## config.mk

```make
export PLATFORM = sky130hd
export DESIGN_NAME = ram_port_arbiter_flat
export DESIGN_NICKNAME = d
export VERILOG_FILES = /design/src/rtl/ram_port_arbiter_pkg.sv /design/src/rtl/ram_port_arbiter_if.sv /design/src/rtl/ram_port_arbiter_wait_ctr.sv /design/src/rtl/ram_port_arbiter.sv /design/src/flat_wrapper.sv
export SDC_FILE = /design/constraint.sdc
export NUM_CORES = 1
export LEC_CHECK = 0
export ABC_AREA = 0
export CORE_AREA = 3 3 59 61
export DETAILED_ROUTE_END_ITERATION = 12
export DIE_AREA = 0 0 62 64
export PLACE_DENSITY = 0.72
export SETUP_SLACK_MARGIN = 0.02
export SLEW_MARGIN = 20
export SYNTH_ARGS = -nofsm -noshare
export SYNTH_HDL_FRONTEND = slang
export SYNTH_SLANG_ARGS = --single-unit
```

## constraint.sdc

```tcl
create_clock -name clk -period 1.9 [get_ports clk]
set_input_delay 0.19 -clock clk [delete_from_list [all_inputs] [get_ports clk]]
set_output_delay 0.19 -clock clk [all_outputs]
set_load 0.02 [all_outputs]
```

## src/rtl/ram_port_arbiter_pkg.sv

```systemverilog
// Shared types and constants for the data-RAM port arbiter.
// Latency: n/a (declarations only).
// Backpressure: n/a.
//
// Contents:
//   RAM_ADDR_W / RAM_DATA_W : geometry of the 128x8 single-port data RAM
//   DEFAULT_MAX_WAIT        : host wait cycles before the core is forced to stall
//   arb_state_t             : host read tracking FSM states
//   sat_inc16()             : 16-bit saturating increment used by the statistics counters
package ram_arb_pkg;

  localparam int RAM_ADDR_W       = 7;
  localparam int RAM_DATA_W       = 8;
  localparam int DEFAULT_MAX_WAIT = 8;

  typedef enum logic {
    IDLE    = 1'b0,
    RD_WAIT = 1'b1
  } arb_state_t;

  // Holds at all-ones instead of wrapping back to zero.
  function automatic logic [15:0] sat_inc16(input logic [15:0] v);
    return (v == 16'hFFFF) ? v : v + 16'd1;
  endfunction

endpackage

```

## src/rtl/ram_port_arbiter_if.sv

```systemverilog
// Bundle of the core, host and RAM-macro signals around the RAM port arbiter.
// Latency: n/a (wiring only).
// Backpressure: host holds its request fields until it samples host_gnt; core obeys cpu_stall.
//
// Signal groups:
//   core : cpu_sel, cpu_we, cpu_addr, cpu_wdata -> arbiter; cpu_rdata, cpu_stall <- arbiter
//   host : host_req, host_we, host_addr, host_wdata -> arbiter;
//          host_gnt, host_rvalid, host_rdata <- arbiter
//   ram  : ram_addr, ram_we, ram_din <- arbiter; ram_dout -> arbiter
// Modports:
//   slave  : the arbiter's view
//   master : the surrounding core / host / RAM view
interface ram_arb_if #(
  parameter int ADDR_W = ram_arb_pkg::RAM_ADDR_W,
  parameter int DATA_W = ram_arb_pkg::RAM_DATA_W
);

  logic              cpu_sel;
  logic              cpu_we;
  logic [ADDR_W-1:0] cpu_addr;
  logic [DATA_W-1:0] cpu_wdata;
  logic [DATA_W-1:0] cpu_rdata;
  logic              cpu_stall;

  logic              host_req;
  logic              host_we;
  logic [ADDR_W-1:0] host_addr;
  logic [DATA_W-1:0] host_wdata;
  logic              host_gnt;
  logic              host_rvalid;
  logic [DATA_W-1:0] host_rdata;

  logic [ADDR_W-1:0] ram_addr;
  logic              ram_we;
  logic [DATA_W-1:0] ram_din;
  logic [DATA_W-1:0] ram_dout;

  modport slave (
    input  cpu_sel, cpu_we, cpu_addr, cpu_wdata,
    output cpu_rdata, cpu_stall,
    input  host_req, host_we, host_addr, host_wdata,
    output host_gnt, host_rvalid, host_rdata,
    output ram_addr, ram_we, ram_din,
    input  ram_dout
  );

  modport master (
    output cpu_sel, cpu_we, cpu_addr, cpu_wdata,
    input  cpu_rdata, cpu_stall,
    output host_req, host_we, host_addr, host_wdata,
    input  host_gnt, host_rvalid, host_rdata,
    input  ram_addr, ram_we, ram_din,
    output ram_dout
  );

endinterface

```

## src/rtl/ram_port_arbiter_wait_ctr.sv

```systemverilog
// Starvation counter: counts cycles a host request has waited without a grant.
// Latency: force_ok_o is registered-state based, valid in the cycle after the count reaches MAX_WAIT.
// Backpressure: none; it only observes host_req/host_gnt.
//
// Ports:
//   clk, reset  : clock, synchronous active-high reset (count cleared)
//   host_req_i  : host request pending this cycle
//   host_gnt_i  : host granted this cycle (clears the count)
//   force_ok_o  : the host has waited MAX_WAIT cycles; the core may be stalled for it
module ram_arb_wait_ctr
  import ram_arb_pkg::*;
#(
  parameter int MAX_WAIT = DEFAULT_MAX_WAIT
) (
  input  logic clk,
  input  logic reset,
  input  logic host_req_i,
  input  logic host_gnt_i,
  output logic force_ok_o
);

  // Wide enough to hold MAX_WAIT itself; a zero MAX_WAIT still gets one bit.
  localparam int CNT_W = (MAX_WAIT < 1) ? 1 : $clog2(MAX_WAIT + 1);
  localparam logic [CNT_W-1:0] MAX_CNT = CNT_W'(MAX_WAIT);

  logic [CNT_W-1:0] cnt_q;
  logic [CNT_W-1:0] cnt_d;

  always_comb begin
    cnt_d = cnt_q;
    if (host_gnt_i || !host_req_i) begin
      cnt_d = '0;
    end else if (cnt_q < MAX_CNT) begin
      cnt_d = cnt_q + CNT_W'(1);
    end
  end

  always_ff @(posedge clk) begin
    if (reset) begin
      cnt_q <= '0;
    end else begin
      cnt_q <= cnt_d;
    end
  end

  // MAX_WAIT of zero means the core is never forced to give way.
  assign force_ok_o = (MAX_WAIT != 0) && (cnt_q >= MAX_CNT);

endmodule

```

## src/rtl/ram_port_arbiter.sv

```systemverilog
// Shares the single-port data RAM between the CPU core (priority) and a host requester.
// Latency: host write/grant same cycle as request when free; host read data valid gnt + 2 cycles.
// Backpressure: host waits for host_gnt; core is stalled for one cycle when the host has starved.
//
// Ports:
//   clk, reset           : clock, synchronous active-high reset
//   bus (ram_arb_if)     : core request/stall, host request/grant/read-return, RAM macro pins
//   stat_host_grants     : (RAM_ARB_STATS_EN only) saturating count of host grants
//   stat_cpu_stalls      : (RAM_ARB_STATS_EN only) saturating count of forced core stalls
// Build option: define RAM_ARB_STATS_EN to add the two statistics outputs; without it
// the ports and counters are absent and behaviour is otherwise identical.
module ram_port_arbiter
  import ram_arb_pkg::*;
#(
  parameter int ADDR_W   = RAM_ADDR_W,
  parameter int DATA_W   = RAM_DATA_W,
  parameter int MAX_WAIT = DEFAULT_MAX_WAIT
) (
  input  logic        clk,
  input  logic        reset,
`ifdef RAM_ARB_STATS_EN
  output logic [15:0] stat_host_grants,
  output logic [15:0] stat_cpu_stalls,
`endif
  ram_arb_if.slave    bus
);

  arb_state_t        state_q;
  arb_state_t        state_d;
  logic              host_rvalid_q;
  logic              host_rvalid_d;
  logic [DATA_W-1:0] host_rdata_q;
  logic [DATA_W-1:0] host_rdata_d;

  logic              force_ok;
  logic              force_stall;
  logic              in_rd_wait;
  logic              host_gnt_c;
  logic              cpu_stall_c;
  logic [ADDR_W-1:0] ram_addr_c;
  logic              ram_we_c;
  logic [DATA_W-1:0] ram_din_c;

  ram_arb_wait_ctr #(
    .MAX_WAIT (MAX_WAIT)
  ) u_wait_ctr (
    .clk        (clk),
    .reset      (reset),
    .host_req_i (bus.host_req),
    .host_gnt_i (host_gnt_c),
    .force_ok_o (force_ok)
  );

  assign in_rd_wait = (state_q == RD_WAIT);

  // A forced stall is pointless while a read is outstanding, since the host
  // could not be granted anyway; keep it off so the core is not held for nothing.
  assign force_stall = bus.host_req && force_ok && !in_rd_wait && !reset;

  // Per-cycle ownership of the RAM port. Host is never granted during reset.
  always_comb begin
    ram_addr_c  = bus.cpu_addr;
    ram_we_c    = 1'b0;
    ram_din_c   = bus.cpu_wdata;
    host_gnt_c  = 1'b0;
    cpu_stall_c = 1'b0;
    if (bus.cpu_sel && !force_stall) begin
      ram_we_c = bus.cpu_we;
    end else if (bus.host_req && !in_rd_wait && !reset) begin
      ram_addr_c  = bus.host_addr;
      ram_we_c    = bus.host_we;
      ram_din_c   = bus.host_wdata;
      host_gnt_c  = 1'b1;
      // Only reachable with cpu_sel high when the stall was forced.
      cpu_stall_c = bus.cpu_sel;
    end
  end

  // Read tracking: the RAM returns data one cycle after the address, so the
  // capture happens at the end of the single RD_WAIT cycle. Core traffic in
  // RD_WAIT only changes what ram_dout shows in the following cycle.
  always_comb begin
    state_d       = state_q;
    host_rvalid_d = 1'b0;
    host_rdata_d  = host_rdata_q;
    case (state_q)
      IDLE: begin
        if (host_gnt_c && !bus.host_we) begin
          state_d = RD_WAIT;
        end
      end
      RD_WAIT: begin
        state_d       = IDLE;
        host_rvalid_d = 1'b1;
        host_rdata_d  = bus.ram_dout;
      end
      default: begin
        state_d = IDLE;
      end
    endcase
  end

  always_ff @(posedge clk) begin
    if (reset) begin
      state_q       <= IDLE;
      host_rvalid_q <= 1'b0;
      host_rdata_q  <= '0;
    end else begin
      state_q       <= state_d;
      host_rvalid_q <= host_rvalid_d;
      host_rdata_q  <= host_rdata_d;
    end
  end

  assign bus.ram_addr    = ram_addr_c;
  assign bus.ram_we      = ram_we_c;
  assign bus.ram_din     = ram_din_c;
  assign bus.host_gnt    = host_gnt_c;
  assign bus.cpu_stall   = cpu_stall_c;
  assign bus.host_rvalid = host_rvalid_q;
  assign bus.host_rdata  = host_rdata_q;
  // Core read data comes straight from the macro; no extra pipeline stage.
  assign bus.cpu_rdata   = bus.ram_dout;

`ifdef RAM_ARB_STATS_EN
  logic [15:0] stat_gnt_q;
  logic [15:0] stat_gnt_d;
  logic [15:0] stat_stall_q;
  logic [15:0] stat_stall_d;

  always_comb begin
    stat_gnt_d   = stat_gnt_q;
    stat_stall_d = stat_stall_q;
    if (host_gnt_c) begin
      stat_gnt_d = sat_inc16(stat_gnt_q);
    end
    if (cpu_stall_c) begin
      stat_stall_d = sat_inc16(stat_stall_q);
    end
  end

  always_ff @(posedge clk) begin
    if (reset) begin
      stat_gnt_q   <= '0;
      stat_stall_q <= '0;
    end else begin
      stat_gnt_q   <= stat_gnt_d;
      stat_stall_q <= stat_stall_d;
    end
  end

  assign stat_host_grants = stat_gnt_q;
  assign stat_cpu_stalls  = stat_stall_q;
`endif

endmodule
```

## src/flat_wrapper.sv

```systemverilog
// flat-port wrapper written by rule: the top's interface ports become plain ports
module ram_port_arbiter_flat import ram_arb_pkg::*;
#(
  parameter int ADDR_W   = RAM_ADDR_W,
  parameter int DATA_W   = RAM_DATA_W,
  parameter int MAX_WAIT = DEFAULT_MAX_WAIT
)
  (clk, reset, bus_cpu_sel, bus_cpu_we, bus_cpu_addr, bus_cpu_wdata, bus_cpu_rdata, bus_cpu_stall, bus_host_req, bus_host_we, bus_host_addr, bus_host_wdata, bus_host_gnt, bus_host_rvalid, bus_host_rdata, bus_ram_addr, bus_ram_we, bus_ram_din, bus_ram_dout);
  ram_arb_if #(.ADDR_W(ADDR_W), .DATA_W(DATA_W)) bus_i ();
  input  logic clk;
  input  logic reset;
  input wire logic [$bits(bus_i.cpu_sel)-1:0] bus_cpu_sel;
  input wire logic [$bits(bus_i.cpu_we)-1:0] bus_cpu_we;
  input wire logic [$bits(bus_i.cpu_addr)-1:0] bus_cpu_addr;
  input wire logic [$bits(bus_i.cpu_wdata)-1:0] bus_cpu_wdata;
  output wire logic [$bits(bus_i.cpu_rdata)-1:0] bus_cpu_rdata;
  output wire logic [$bits(bus_i.cpu_stall)-1:0] bus_cpu_stall;
  input wire logic [$bits(bus_i.host_req)-1:0] bus_host_req;
  input wire logic [$bits(bus_i.host_we)-1:0] bus_host_we;
  input wire logic [$bits(bus_i.host_addr)-1:0] bus_host_addr;
  input wire logic [$bits(bus_i.host_wdata)-1:0] bus_host_wdata;
  output wire logic [$bits(bus_i.host_gnt)-1:0] bus_host_gnt;
  output wire logic [$bits(bus_i.host_rvalid)-1:0] bus_host_rvalid;
  output wire logic [$bits(bus_i.host_rdata)-1:0] bus_host_rdata;
  output wire logic [$bits(bus_i.ram_addr)-1:0] bus_ram_addr;
  output wire logic [$bits(bus_i.ram_we)-1:0] bus_ram_we;
  output wire logic [$bits(bus_i.ram_din)-1:0] bus_ram_din;
  input wire logic [$bits(bus_i.ram_dout)-1:0] bus_ram_dout;
  assign bus_i.cpu_sel = bus_cpu_sel;
  assign bus_i.cpu_we = bus_cpu_we;
  assign bus_i.cpu_addr = bus_cpu_addr;
  assign bus_i.cpu_wdata = bus_cpu_wdata;
  assign bus_cpu_rdata = bus_i.cpu_rdata;
  assign bus_cpu_stall = bus_i.cpu_stall;
  assign bus_i.host_req = bus_host_req;
  assign bus_i.host_we = bus_host_we;
  assign bus_i.host_addr = bus_host_addr;
  assign bus_i.host_wdata = bus_host_wdata;
  assign bus_host_gnt = bus_i.host_gnt;
  assign bus_host_rvalid = bus_i.host_rvalid;
  assign bus_host_rdata = bus_i.host_rdata;
  assign bus_ram_addr = bus_i.ram_addr;
  assign bus_ram_we = bus_i.ram_we;
  assign bus_ram_din = bus_i.ram_din;
  assign bus_i.ram_dout = bus_ram_dout;
  ram_port_arbiter #(.ADDR_W(ADDR_W), .DATA_W(DATA_W), .MAX_WAIT(MAX_WAIT)) u_core (.clk(clk), .reset(reset), .bus(bus_i));
endmodule
```

== Yosys cells after proc, flatten, opt, wreduce, memory -nomap -nowiden ==
Index checks and enable logic that the tools add are counted.

* Word-level logic and storage cells: 35
* Output and inout port bits: 35
* Register bits after elaboration: 14

* Add/sub/neg operators: 1
* Muxes and demuxes: 13
* Magnitude comparators: 2
* Reductions and logical operators: 14
* Bitwise operators: 1

{| class="wikitable"
|+ Operators with widths
! cell !! count
|-
| 8-bit 2-to-1 mux || 2
|-
| 7-bit 2-to-1 mux || 2
|-
| 1-bit 2-to-1 mux || 8
|-
| 1-bit logical AND || 7
|-
| 1-bit zero test || 5
|-
| 4-bit by 1-bit adder with 4-bit output, second input constant || 1
|-
| 4-bit greater-or-equal comparator, second input constant || 1
|-
| 4-bit < comparator, second input constant || 1
|-
| 1-bit one-hot mux with 2 select lines || 1
|-
| 2-bit OR reduction || 1
|-
| 1-bit logical OR || 1
|-
| 1-bit inverter || 1
|}

== Longest topological paths before layout ==
* Depth after elaboration: 10
* Depth in mapped cells: 5
* Depth with buffers taken out: 4

== By module ==
Synthesis repeated with hierarchy kept, for this count alone.

* Cell total of the unflattened synthesis: 80
* Area total of the unflattened synthesis: 842.1 um^2

{| class="wikitable"
|+ Modules (own cells, without submodules)
! module !! cells each !! sequential area each (um^2) !! instances !! area an instance (um^2)
|-
| ram_port_arbiter || 61 || 200.2 || 1 || 659.4
|-
| ram_arb_wait_ctr || 19 || 80.1 || 1 || 182.7
|}

== Worst setup path after synthesis ==
OpenSTA, ideal clock, no wires.

* Path kind: register -> output
* Start: register u_core.u_wait_ctr.cnt_q[3]
* End: output bus_ram_addr[5]
* Setup slack: 0.305 ns
* Data required time: 1.710 ns
* Arrival: 1.405 ns
* Stages on the path, launching flop included: 5
* Cells stage by stage: dfxtp_1 -> nor2b_2 -> nor3b_4 -> buf_12 -> mux2_4

* Longest elaborated chain between the ends: 7

{| class="wikitable"
|+ RTL lines
! item !! line !! RTL
|-
| from (decl) || ram_port_arbiter_wait_ctr.sv:26 || <nowiki>logic [CNT_W-1:0] cnt_q;</nowiki>
|-
| from (signal assigned) || ram_port_arbiter_wait_ctr.sv:42 || <nowiki>cnt_q <= cnt_d;</nowiki>
|-
| 4-bit greater-or-equal comparator || ram_port_arbiter_wait_ctr.sv:47 || <nowiki>assign force_ok_o = (MAX_WAIT != 0) && (cnt_q >= MAX_CNT);</nowiki>
|-
| 1-bit logical AND (3 in series) || ram_port_arbiter.sv:58 || <nowiki>assign force_stall = bus.host_req && force_ok && !in_rd_wait && !reset;</nowiki>
|-
| 1-bit zero test || ram_port_arbiter.sv:67 || <nowiki>if (bus.cpu_sel && !force_stall) begin</nowiki>
|-
| 1-bit logical AND || ram_port_arbiter.sv:67 ||
|-
| 7-bit 2-to-1 mux || ram_port_arbiter.sv:67 ||
|-
| to (decl) || flat_wrapper.sv:25 || <nowiki>output wire logic [$bits(bus_i.ram_addr)-1:0] bus_ram_addr;</nowiki>
|}

No other way between the ends.

== Worst setup path in the final report ==
* Start: register u_core.u_wait_ctr.cnt_q[3]
* End: output bus_ram_din[3]

* Longest elaborated chain between the ends: 7

{| class="wikitable"
|+ RTL lines
! item !! line !! RTL
|-
| 4-bit greater-or-equal comparator || ram_port_arbiter_wait_ctr.sv:47 ||
|-
| 1-bit logical AND (3 in series) || ram_port_arbiter.sv:58 ||
|-
| 1-bit zero test || ram_port_arbiter.sv:67 ||
|-
| 1-bit logical AND || ram_port_arbiter.sv:67 ||
|-
| 8-bit 2-to-1 mux || ram_port_arbiter.sv:67 ||
|-
| to (decl) || flat_wrapper.sv:27 || <nowiki>output wire logic [$bits(bus_i.ram_din)-1:0] bus_ram_din;</nowiki>
|}

No other way between the ends.

==> qor.txt <==
Synth Register Bits - 14
Main flop type after synthesis - dfxtp_1
Gr ovfl total - 0
Peak per-stage delay on the critical path - 0.36 ns
Final hold vios - 0
Worst-Margin Slew - 0.4721 ns
Initial DRC Count - 15
Die Y - 64 um
Placed Area - 1655 um2
Critical Path End Type - primary output
Io pins - 79
Pin count of the biggest net entering global routing - 13
Post-synth cell types - 24
Htree depth - 1
Synthesized Nets - 126
Hpwl dp - 2388 um
Routed vias/inst - 4.034
R2R cell count - 7
Pins Over Slew Limit - 0
Max-slew headroom - 68.19%
CP startpoint kind - register
Cell Pwr Density - 469.8 nW/um2
Data arrival, critical path - 1.64 ns
Root buf cell - clkbuf_4
Initial Util - 28.60%
Synthesized instance count - 80
Top post-synthesis cells by area - dfxtp_1, mux2_4, mux2i_1
Clk_lat worst skew - 0.27 ns
CP Data Required Time - 1.71 ns
Core Box Area - 3028 um2
Final Routed Wirelength - 2902 um
Gpl congestion - 0.7525
Worst-path clk slew - 0.08 ns
Max Clock Freq - 0.5456 GHz
Initial antenna violation count - 0
Unrepaired setup endpoints after global routing - yes
FF/Latch Area - 281.5 um2
Max capacitance violation total - 0
Hold path depth - 3
Synth Cell Area - 865.8 um2
DR WL/cell - 14.16 um
Vias - 827
Fillers - 290
Share of the synthesized area in the top cell type - 32.37%
Area of all placed cells without fillers - 1688 um2
Final Setup Violations - 0
Mean area per synthesized cell - 10.82 um2
Full die area - 3968 um2
Placed Cells - 196
Multi-input combinational cell area - 486.7 um2
Post-DRT Antenna Nets - 0
GRT Total Usage - 14.71%
Crit path kind - reg -> out
Die W - 62 um
Hold crit path type - in -> reg
Vias in the first global route - 871
Ant diodes - 0
Async SR Flop Fraction - 0%
CTS tree - built
Cells along the critical path - nor2b_4 > nor3b_4 > buf_6 > buf_16 > buf_6 > mux2_4 > buf_6
Worst Clk Skew - 0.0009666 ns
Crit Path Max Fanout - 7
CTS buffer count - 3
Final Cycle Share - 96.47%
Final nets - 208
Pleak - 0.7053 nW
Final Non-Filler Cells - 205
DRC - 0
CP most frequent cell - buf_6
Clock Tree Buf Depth - 2
Cell Rows - 20
Hold slack - 0.4622 ns
Post-synth EDFFs - 0
Post-CTS Hold Fix Bufs - 0
Synth area leader - dfxtp_1
Outcome - finished clean
Sequential fraction of the synthesis area - 32.37%
First-pass detailed-route iteration total - 4
Worst vdd ir - 0.3107 mV
First-pass GRT wire length - 4278 um
Area grow syn2layout - 94.94%
Crit path max-delay cell type - dfxtp_2
Yosys warning total - 0
Final min period - 1.833 ns
Clock Sink Count - 14
Port buffer count - 78
Ratio of cells with drive above 1 in the final layout - 30.43%
## cell usage in the layout (no fill, tap or decap), drive strengths merged
master | Yosys | layout
inv | 2 | 2
and2b | 1 | 1
o32ai | 1 | 1
dlygate4sd2 | 0 | 5
nor2 | 12 | 12
nor3b | 1 | 1
clkdlybuf4s50 | 0 | 57
buf | 11 | 25
a31oi | 1 | 1
o21ai | 1 | 1
and3b | 1 | 1
xor2 | 1 | 1
and2 | 1 | 1
clkdlybuf4s15 | 0 | 1
xnor2 | 1 | 1
mux2i | 9 | 9
dfxtp | 14 | 14
clkbuf | 0 | 4
nor2b | 4 | 4
mux2 | 15 | 15
nand2 | 2 | 2
ha | 2 | 2
## cells in the mapped netlist, types with 2 or more instances
| library cell | number |
|---|---|
| buf_4 | 8 |
| dfxtp_1 | 14 |
| ha_1 | 2 |
| inv_1 | 2 |
| mux2_2 | 7 |
| mux2_4 | 8 |
| mux2i_1 | 9 |
| nand2_1 | 2 |
| nor2_1 | 12 |
| nor2b_1 | 2 |
## repair_timing
| item | 4_1_cts | 5_1_grt |
|---|---|---|
| pin swaps | 0 | 0 |
| buffers inserted | 3 | 1 |
| gates resized for setup | 69 | 5 |
| gates cloned | 1 | 0 |
| endpoints found under the setup margin | 18 | 6 |
## through the flow
stage | util [%] | total power, mW | TNS [ns] | setup slack [ns]
floorplan | - | 0.4403 | 0 | 0.3046
global placement | 54.67 | 0.5983 | -6.010 | -0.3954
detailed placement | 54.67 | 0.6042 | -6.329 | -0.4197
CTS | 56.28 | 0.8073 | -0.03477 | -0.03477
global route | 55.74 | 0.8300 | 0 | 0.01170
finish | 55.74 | 0.7929 | 0 | 0.06702
## report_power, final
group / switching, mW / internal [mW] / total [mW]
registers: 0.00386 / 0.299 / 0.303
clock network: 0.0922 / 0.117 / 0.209
logic: 0.111 / 0.171 / 0.281
## cells by family (layout without fill, tap and decap cells)
kind of cell | Yosys count | in the layout | synth area share, %
xor+xnor | 2 | 2 | 2.023
compound gates | 3 | 3 | 2.312
mux | 24 | 24 | 33.38
flops | 14 | 14 | 32.37
fa+ha+maj | 2 | 2 | 2.890
buf+inv | 13 | 94 | 11.99
simple gates | 22 | 22 | 15.03
## registers in the layout, indices dropped and copies added (netlist names)
| name | count |
|---|---|
| u_core.bus.host_rdata | 8 |
| u_core.u_wait_ctr.cnt_q | 4 |
| u_core.in_rd_wait | 1 |
| u_core.bus.host_rvalid | 1 |
## metal layers
| layer | up-vias | wire (um) | global-route usage [%] |
|---|---|---|---|
| met2 | 18 | 1787 | 29.27 |
| met5 | - | 0 | 0 |
| li1 | 425 | - | - |
| met1 | 382 | 989 | 13.99 |
| met3 | 2 | 118 | 4.444 |
| met4 | 0 | 6 | 2.387 |
## worst max-delay path, delay by kind of cell (launching register included)
family	cells	cell delay, ns
buffers and inverters	4	0.49
multiplexers	1	0.29
AND/OR/NAND/NOR	2	0.22
flip-flops	1	0.36
## path summary, 6_finish.rpt
path / startpoint / to / slack [ns]
setup reg to reg: u_core.u_wait_ctr.cnt_q[3]$_SDFFE_PP0N_ / u_core.in_rd_wait$_SDFF_PP0_ / 0.64
hold / removal: reset / u_core.bus.host_rdata[2]$_SDFFE_PP0P_ / 0.46
setup / recovery: u_core.u_wait_ctr.cnt_q[3]$_SDFFE_PP0N_ / bus_ram_din[3] / 0.07
hold reg to reg: u_core.bus.host_rdata[2]$_SDFFE_PP0P_ / u_core.bus.host_rdata[2]$_SDFFE_PP0P_ / 0.50
## layout make-up
class	instances	area share [%]
sequential	14	16.68
inverter	2	0.4448
clock buffer	4	2.150
tap	44	3.262
multi-input combinational	53	28.84
timing repair buffer	88	48.63
No activity file was read; power rests on OpenSTA's default activity.
==> variant, RTL diff (same settings) <==
`host_rdata_q` no longer has a reset.
--- a/src/rtl/ram_port_arbiter.sv
+++ b/src/rtl/ram_port_arbiter.sv
@@ -104,12 +104,14 @@
     if (reset) begin
       state_q       <= IDLE;
       host_rvalid_q <= 1'b0;
-      host_rdata_q  <= '0;
     end else begin
       state_q       <= state_d;
       host_rvalid_q <= host_rvalid_d;
-      host_rdata_q  <= host_rdata_d;
     end
+  end
+
+  always_ff @(posedge clk) begin
+    host_rdata_q <= host_rdata_d;
   end
 
   assign bus.ram_addr    = ram_addr_c;
Function: differs if reset is asserted again (counterexample within 4 cycles, from zero or initial values and one cycle with reset high); with reset held inactive, the same outputs for 10 cycles.
==> variant against the original RTL <==
Global-route usage decreased by 3.0 points; non-clock buffer count unchanged; highest routed layer is now met3; sequential cell count unchanged; largest cell class unchanged; final area decreased by 1.2%; setup slack worse by 20 ps; area after synthesis shrank 5.9%; critical path depth is 1 lower; hold slack got worse by 150 ps; total power fell by 2.5%; routed wire length is 17% lower; combinational power hardly changed.
==> variant: results (changes against the original RTL) <==
| Metric | Value |
|---|---|
| Post-synth EDFFs | `8 (+8)` |
| Clk slew on worst S/H paths | `80 ps (about the same)` |
| Slew @ Worst Pin | `414 ps (-58.4 ps)` |
| Cells after synthesis | `64 (-20%)` |
| Fillers | `285 (-1.7%)` |
| Placed inst area | `1660 sq um (+0.23%)` |
| Vias | `764 (-7.6%)` |
| Lkg Pwr | `0.715 nW (+1.3%)` |
| Peak supply drop | `0.000175 V (-44%)` |
| Cell count after placement | `184 (-6.1%)` |
| Synth Net Count | `110 (-13%)` |
| Antenna cell count | `0 (unchanged)` |
| Max reg flops | `8 (unchanged)` |
| CTS Buf Count | `3 (unchanged)` |
| Asr flop ratio synth | `0% (unchanged)` |
| Layout Skew | `4.11 ps (+3.14 ps)` |
| Routed WL | `2400 um (-17%)` |
| YS warnings | `0 (unchanged)` |
| Worst Path Arrival | `1660 ps (+20 ps)` |
| Clock latency on the worst-skew pair | `270 ps (about the same)` |
| DR iter-0 viols | `8 (-7)` |
| Clock buffer depth | `2 (unchanged)` |
| Main synth FF type | `edfxtp_1` |
| Mean number of vias per cell | `4.02 (-0.32%)` |
| Fraction of layout cells with a size suffix above 1 | `33.6% (+3.1 points)` |
| CTS H-tree depth | `1 (unchanged)` |
| Crit Path Max Fanout | `4 (-3)` |
| First-pass GRT wire length | `3460 um (-19%)` |
| Gpl congestion | `0.798 (+6.0%)` |
| Root buf cell | `clkbuf_4` |
| Largest net degree at the start of global routing | `11 (-2)` |
| Number of global-route vias before repair | `765 (-12%)` |
| Synth area leaders | `edfxtp_1 29%, mux2_4 17%, dfxtp_1 15%` |
| Worst Hold Class | `input pin to flip-flop` |
| Hpwl dp | `2090 um (-12%)` |
| Setup-failing EPs final | `0 (unchanged)` |
| Distinct cell type count after synthesis | `21 (-13%)` |
| Initial antenna violation count | `0 (unchanged)` |
| TritonRoute pass-1 iters | `4 (unchanged)` |
| Status | `completed` |
| GRT Overall Usage | `11.7% (-3.0 points)` |
| IO buf count | `78 (unchanged)` |
| Post-synth top cells | `9 x mux2_4, 8 x buf_4, 8 x edfxtp_1` |
| Layout Nets | `193 (-7.2%)` |
| Register area share after synthesis | `44.2% (+12 points)` |
## variant: changes by cell type in the layout (fill, tap and decap cells not counted), moves of 2 or more
cell,delta
mux2_2,-2
buf_6,+8
buf_2,-7
nor2_1,-6
mux2_4,+2
inv_2,+2
mux2i_1,-8
edfxtp_1,+8
dfxtp_1,-8
nor2b_1,+2
nor2b_4,-2
## variant: layout make-up
type | instances | area, sq um | share of cell area (%)
clock buffer | 3 | 22.5 | 1.35
clock inverter | 1 | 3.75 | 0.225
inverter | 4 | 15.0 | 0.900
multi-input combinational | 36 | 367 | 22.0
sequential | 14 | 362 | 21.7
tap | 44 | 55.1 | 3.30
timing repair buffer | 88 | 843 | 50.6
## variant: where the power goes
group	switching [W]	internal (W)
sequential	0.00000267	0.000326
combinational	0.000106	0.000175
clock	0.0000879	0.0000759
total	0.000197	0.000577
## variant: logic make-up (layout without fill, tap and decap cells)
family | Yosys count | count (layout) | share of synthesized area [%]
muxes | 16 | 16 | 26.1
DFF | 14 | 14 | 44.2
buffers and inverters | 14 | 96 | 11.2
and+or+nand+nor | 12 | 12 | 8.60
AOI/OAI and AO/OA | 4 | 4 | 4.61
adders and majority gates | 2 | 2 | 3.07
xor gates and xnor gates | 2 | 2 | 2.15
## variant: routing by layer
metal	vias up	part of all wire [%]	routed length [um]	track usage (%)
li1	378	-	-	-
met2	43	55	1330	22.2
met3	0	9.7	234	2.63
met1	343	35	841	12.5
met5	-	0	0	0
met4	0	0	0	2.39
## variant: metrics by stage
step	util (%)	setup slack, ps	power [W]
after floorplan	-	378	0.000454
after global placement	54.8	-342	0.000621
after detailed placement	54.8	-370	0.000625
after CTS	54.8	21.7	0.000775
after global routing	55.1	-45.0	0.000815
final	55.1	47.5	0.000773
## variant: worst paths after layout
check | from | endpoint | slack (ps) | depth (start not counted)
worst min-delay path | reset | u_core.bus.host_rvalid$_SDFF_PP0_ | 310 | 2
worst min register to register | u_core.u_wait_ctr.cnt_q[2]$_SDFFE_PP0N_ | u_core.u_wait_ctr.cnt_q[2]$_SDFFE_PP0N_ | 540 | 2
worst max register to register | u_core.u_wait_ctr.cnt_q[3]$_SDFFE_PP0N_ | u_core.u_wait_ctr.cnt_q[0]$_SDFFE_PP0N_ | 750 | 4
worst max-delay path | u_core.in_rd_wait$_SDFF_PP0_ | bus_ram_addr[6] | 50 | 6
## variant: critical path: stages, from the launching register on
cell and delay, ps:
dfxtp_2 340, nor3b_4 240, o21ai_4 130, buf_6 150, buf_6 110, mux2_4 290, buf_6 130
## variant: what timing repair did
action | 4_1_cts | 5_1_grt
gates resized for setup | 69 | 21
setup endpoints to repair | 18 | 12
setup buffers | 2 | 1
hold endpoints to repair | 0 | 0
pin swaps | 2 | 1
